$ cat src/rtl/axi_lite_master_pkg.sv
// Shared AXI types for the AXI-lite master: response codes and one-hot FSM states.
package axi_lite_master_pkg;

    typedef enum logic [1:0] {
        OKAY   = 2'b00,
        EXOKAY = 2'b01,
        SLVERR = 2'b10,
        DECERR = 2'b11
    } axi_resp_t;

    typedef enum logic [5:0] {
        IDLE    = 6'b000001,
        RD_ADDR = 6'b000010,
        RD_DATA = 6'b000100,
        WR_REQ  = 6'b001000,
        WR_RESP = 6'b010000,
        RSP     = 6'b100000
    } state_t;

endpackage

$ cat src/rtl/axi_lite_master.sv
// Single-outstanding AXI-lite initiator bridging a simple request/response port.
// Optional per-phase abort timer enabled with `define AXI_MST_TIMEOUT_EN.
module axi_lite_master
    import axi_lite_master_pkg::*;
#(
    parameter int unsigned TIMEOUT_CYC = 255
) (
    input  logic        clk_i,
    input  logic        rst_i,
    input  logic        req_valid_i,
    output logic        req_ready_o,
    input  logic        req_wen_i,
    input  logic [31:0] req_addr_i,
    input  logic [31:0] req_wdata_i,
    input  logic [3:0]  req_wstrb_i,
    output logic        rsp_valid_o,
    output logic [31:0] rsp_rdata_o,
    output logic        rsp_err_o,
    input  logic        rsp_ready_i,
    output logic        mst_ar_valid_o,
    input  logic        mst_ar_ready_i,
    output logic [31:0] mst_ar_addr_o,
    input  logic        mst_r_valid_i,
    output logic        mst_r_ready_o,
    input  logic [31:0] mst_r_data_i,
    input  axi_resp_t   mst_r_resp_i,
    output logic        mst_aw_valid_o,
    input  logic        mst_aw_ready_i,
    output logic [31:0] mst_aw_addr_o,
    output logic        mst_w_valid_o,
    input  logic        mst_w_ready_i,
    output logic [31:0] mst_w_data_o,
    output logic [3:0]  mst_w_strb_o,
    input  logic        mst_b_valid_i,
    output logic        mst_b_ready_o,
    input  axi_resp_t   mst_b_resp_i
);

    state_t      state, next;
    logic [31:0] addr_q, wdata_q;
    logic [3:0]  wstrb_q;
    logic        aw_done, w_done;
    logic        req_hs, ar_hs, r_hs, aw_hs, w_hs, b_hs;
    logic        timeout, abort;

    // All AXI valid/ready outputs decode registered state only.
    assign req_ready_o    = (state == IDLE) && !rst_i;
    assign mst_ar_valid_o = (state == RD_ADDR);
    assign mst_r_ready_o  = (state == RD_DATA);
    assign mst_aw_valid_o = (state == WR_REQ) && !aw_done;
    assign mst_w_valid_o  = (state == WR_REQ) && !w_done;
    assign mst_b_ready_o  = (state == WR_RESP);
    assign rsp_valid_o    = (state == RSP);
    assign mst_ar_addr_o  = addr_q;
    assign mst_aw_addr_o  = addr_q;
    assign mst_w_data_o   = wdata_q;
    assign mst_w_strb_o   = wstrb_q;

    assign req_hs = req_valid_i && req_ready_o;
    assign ar_hs  = mst_ar_valid_o && mst_ar_ready_i;
    assign r_hs   = mst_r_ready_o && mst_r_valid_i;
    assign aw_hs  = mst_aw_valid_o && mst_aw_ready_i;
    assign w_hs   = mst_w_valid_o && mst_w_ready_i;
    assign b_hs   = mst_b_ready_o && mst_b_valid_i;

`ifdef AXI_MST_TIMEOUT_EN
    logic [7:0] tmo_cnt;

    always_ff @(posedge clk_i or posedge rst_i) begin
        if (rst_i) begin
            tmo_cnt <= '0;
        end else if (next != state) begin
            tmo_cnt <= '0;
        end else if (state inside {RD_ADDR, RD_DATA, WR_REQ, WR_RESP}) begin
            tmo_cnt <= tmo_cnt + 8'd1;
        end
    end

    // Fires in the last of TIMEOUT_CYC cycles spent in one waiting phase.
    assign timeout = (tmo_cnt == 8'(TIMEOUT_CYC - 1));
`else
    // Timer absent: phases wait indefinitely; TIMEOUT_CYC kept for port-map compatibility.
    assign timeout = 1'b0 && (TIMEOUT_CYC != 0);
`endif

    always_ff @(posedge clk_i or posedge rst_i) begin
        if (rst_i) begin
            state <= IDLE;
        end else begin
            state <= next;
        end
    end

    always_comb begin
        next  = state;
        abort = 1'b0;
        case (state)
            IDLE: begin
                if (req_hs) next = req_wen_i ? WR_REQ : RD_ADDR;
            end
            RD_ADDR: begin
                if (ar_hs) next = RD_DATA;
                else if (timeout) begin next = RSP; abort = 1'b1; end
            end
            RD_DATA: begin
                if (r_hs) next = RSP;
                else if (timeout) begin next = RSP; abort = 1'b1; end
            end
            WR_REQ: begin
                if ((aw_done || aw_hs) && (w_done || w_hs)) next = WR_RESP;
                else if (timeout) begin next = RSP; abort = 1'b1; end
            end
            WR_RESP: begin
                if (b_hs) next = RSP;
                else if (timeout) begin next = RSP; abort = 1'b1; end
            end
            RSP: begin
                if (rsp_ready_i) next = IDLE;
            end
            default: next = IDLE;
        endcase
    end

    always_ff @(posedge clk_i or posedge rst_i) begin
        if (rst_i) begin
            addr_q      <= '0;
            wdata_q     <= '0;
            wstrb_q     <= '0;
            aw_done     <= 1'b0;
            w_done      <= 1'b0;
            rsp_rdata_o <= '0;
            rsp_err_o   <= 1'b0;
        end else begin
            if (req_hs) begin
                addr_q  <= req_addr_i;
                wdata_q <= req_wdata_i;
                wstrb_q <= req_wstrb_i;
                aw_done <= 1'b0;
                w_done  <= 1'b0;
            end
            if (aw_hs) aw_done <= 1'b1;
            if (w_hs)  w_done  <= 1'b1;
            if (r_hs) begin
                rsp_rdata_o <= mst_r_data_i;
                rsp_err_o   <= (mst_r_resp_i != OKAY);
            end
            if (b_hs) begin
                rsp_rdata_o <= '0;
                rsp_err_o   <= (mst_b_resp_i != OKAY);
            end
            if (abort) begin
                rsp_rdata_o <= '0;
                rsp_err_o   <= 1'b1;
            end
        end
    end

endmodule

$ cat config.mk
export PLATFORM = sky130hd
export DESIGN_NAME = axi_lite_master
export DESIGN_NICKNAME = d
export VERILOG_FILES = /design/src/rtl/axi_lite_master_pkg.sv /design/src/rtl/axi_lite_master.sv
export SDC_FILE = /design/constraint.sdc
export NUM_CORES = 1
export LEC_CHECK = 0
export BUFFER_PORTS_ARGS = -buffer_cell sky130_fd_sc_hd__clkbuf_2
export CAP_MARGIN = 20
export CORE_ASPECT_RATIO = 0.75
export CORE_MARGIN = 3
export CORE_UTILIZATION = 40
export CTS_CLUSTER_SIZE = 12
export DETAILED_ROUTE_END_ITERATION = 8
export MAX_ROUTING_LAYER = met4
export PLACE_DENSITY_LB_ADDON = 0.12
export SLEW_MARGIN = 20
export SYNTH_ARGS = -nofsm -noshare
export SYNTH_HDL_FRONTEND = slang
export SYNTH_SLANG_ARGS = --single-unit
$ cat constraint.sdc
create_clock -name clk_i -period 3.61 [get_ports clk_i]
set_input_delay 0.5415 -clock clk_i [delete_from_list [all_inputs] [get_ports clk_i]]
set_output_delay 0.5415 -clock clk_i [all_outputs]
set_load 0.03 [all_outputs]
==> impl_metrics.ini <==
[outcome]
status = completed

[sta]
worst_slew_pin_slew_ps = 861
tns_ps = 0
fin_crit_ps = 2460
timing.fmax_mhz = 406
whs_ps = 348
slew_viol_final = 0
slew-limit-headroom_pct = 42.6
rsz0062_at_grt = false
hold_violations = 0
period_share_pct = 68.2
setup_viol = 0
worst_slack_ps = 1150
fin_skew_ps = 7.68

[detailed_routing]
initialDrtViolationCount = 142
wirelength_um = 11300
wl_per_cell_um = 15.0
drt-pass1-iter-count = 4
drc = 0
post_drt_via_cell_ratio = 4.61
dr_total_vias = 3492
ant_nets = 0

[worst_setup_path]
cp-start-kind = register
crit_required_ps = 3070
critPathMaxStageDelay_ps = 540
reg2reg_slack_ps = 1310
worstPathMaxFanout = 7
r2r-end = rsp_rdata_o[4]
endpoint_kind = primary output
worst_path_max_delay_cell = or4_4
worstPathArrival_ps = 1920
crit_chain = or4_4 -> nor3b_1 -> clkbuf_2
r2r_start = state[3]
path_class = register to primary output
reg2reg_depth = 5

[synthesis]
async_reset_ff_share_pct = 100
ys_seq_elements = 109
synth_area_leaders = dfrtp_1 58%, mux2_2 16%, buf_4 5.6%
synthAdderAreaFrac_pct = 0
yosys.area.top_type = dfrtp_1
synth_compound_area_share_pct = 6.10
synth_nets = 492
synth_top_family_by_area = multiplexers
ys.flop_type = dfrtp_1
yosysWarnings = 0
ys_seq_area_share_pct = 58.3
netlist-cell-type-count = 35
yosysMostFrequentCell = dfrtp_1
synth.area.mux_share_pct = 16.4
synth_edf_count = 0
avgSynthCellArea_sq_um = 12.4
yosys.area_share.simple_pct = 9.57
synth_top_area_share_pct = 57.8
synth_cells = 378
synthTopCellsByCount = 108 x dfrtp_1, 68 x mux2_2, 67 x nand2_1, 35 x buf_4, 33 x a21oi_1
yosys.area_share.xor_xnor_pct = 0.187
synthesis.area_sq_um = 4680

[floorplanning]
ios = 254
core_area_sq_um = 11200
row_count = 33
die_h_um = 99.7
die-area_sq_um = 13000
die_x_um = 131
start_util_pct = 41.8

[final_layout]
postLayoutCellArea_sq_um = 6060
nets = 710
diodes = 0
syn2layout_area_growth_pct = 29.5
layout.cells.non_filler = 757
num-fill-cells = 1041
drive_gt1_share_pct = 58.3

[clock_tree]
cts_root_buffer = clkbuf_16
numCtsBuffers = 9
postCtsSetupBuffers = 0
htreeDepth = 3
cts_tree = done
clock_sinks = 109
clk_path_buf_depth = 2
cts_hold_buf = 0
clk_pin_slew_ps = 70
insertion_delay_ps = 340
cts_resized = 0

[global_routing]
grt_overflow = 0
grt_first_pass_wirelength_um = 17400
antenna_found_initial = 0
grt_max_degree = 71
grt_usage_pct = 17.5
grt_pass1_vias = 3488

[placed_design]
pre_cts_ws_ps = 1320
placed_cells = 741
dp_hpwl_um = 8610
portBuffers = 253
placed_area_sq_um = 5770
gp_congestion = 0.815

[min_path]
hold_class = input port to asynchronous set/reset pin

[pwr]
leakage_nw = 3.17
irDropWorstVdd_mv = 0.445
power_density_nw_per_um2 = 1070

[flow_run]
max_cap_violations = 0
==> critical path: cells and delay by family, from the launching register on <==
kind	cells	cell delay (ps)
flops	1	480
simple gates	2	830
buf+inv	1	270
==> layout make-up <==
cell class | instances | area (sq um) | area share, %
flip-flops and latches | 109 | 2730 | 45.0
multi-input cells | 212 | 1510 | 24.9
repair buffers | 258 | 1320 | 21.8
clock buffers | 12 | 256 | 4.23
well taps | 157 | 196 | 3.24
inverters | 6 | 25.0 | 0.413
clock inverters | 3 | 21.3 | 0.351
==> cells in the final DEF (no fill, tap or decap), types with 2 or more instances in the layout <==
| master | n |
|---|---|
| clkbuf_2 | 253 |
| dfrtp_1 | 108 |
| mux2_2 | 68 |
| nand2_1 | 67 |
| a21oi_1 | 33 |
| nor2_1 | 9 |
| clkbuf_16 | 9 |
| inv_1 | 4 |
| nor2b_1 | 3 |
| nor3b_1 | 3 |
| o21ai_0 | 3 |
| o22ai_1 | 3 |
| buf_4 | 3 |
| nand3b_1 | 2 |
| and2_1 | 2 |
| nor3_1 | 2 |
| clkbuf_8 | 2 |
==> sequential cells by signal (all words and copies together) (netlist names) <==
register,flops
rsp_err_o,1
rsp_rdata_o,32
aw_done,1
mst_w_data_o,32
mst_ar_addr_o,32
mst_w_strb_o,4
w_done,1
state,6
==> how the worst max path moves through the flow <==
stage | from | to | slack, ps | cells after the start
3_3_place_gp | state[3] | state[5] | 1380 | 5
2_1_floorplan | rst_i | aw_done | 200 | 1
4_1_cts | state[3] | rsp_valid_o | 1120 | 3
3_5_place_dp | state[3] | rsp_rdata_o[4] | 1320 | 5
5_1_grt | state[3] | rsp_valid_o | 1040 | 3
6_report | state[3] | rsp_valid_o | 1150 | 3
==> report_power, final <==
part / leakage [nW] / total (mW) / internal (mW) / switching (mW)
Clock: 0.135 / 0.921 / 0.503 / 0.419
Sequential: 1.37 / 2.21 / 1.82 / 0.388
Combinational: 1.66 / 3.37 / 1.09 / 2.28
Total: 3.17 / 6.50 / 3.41 / 3.09
==> routing by layer <==
metal / GRT usage, % / wire [um] / share of wire (%) / vias to the layer above
li1: - / - / - / 1677
met1: 21.9 / 4830 / 43 / 1659
met2: 27.8 / 5470 / 48 / 145
met3: 5.48 / 935 / 8.2 / 11
met4: 4.03 / 107 / 0.94 / 0
met5: - / 0 / 0 / -
==> cells by family (layout without fill, tap and decap cells) <==
family          count (synthesis)  in the layout
flops                         109            109
simple gates                   94             94
mux                            68             68
buf+inv                        57            279
compound gates                 49             49
xor+xnor                        1              1
==> per-stage QoR <==
step	utilization [%]	total power, mW
2_1_floorplan	-	4.86
3_3_place_gp	51.5	5.58
3_5_place_dp	51.5	5.64
4_1_cts	54.0	6.58
5_1_grt	54.2	6.88
6_report	54.2	6.50
Note: power is estimated with default switching activity, not from simulation.
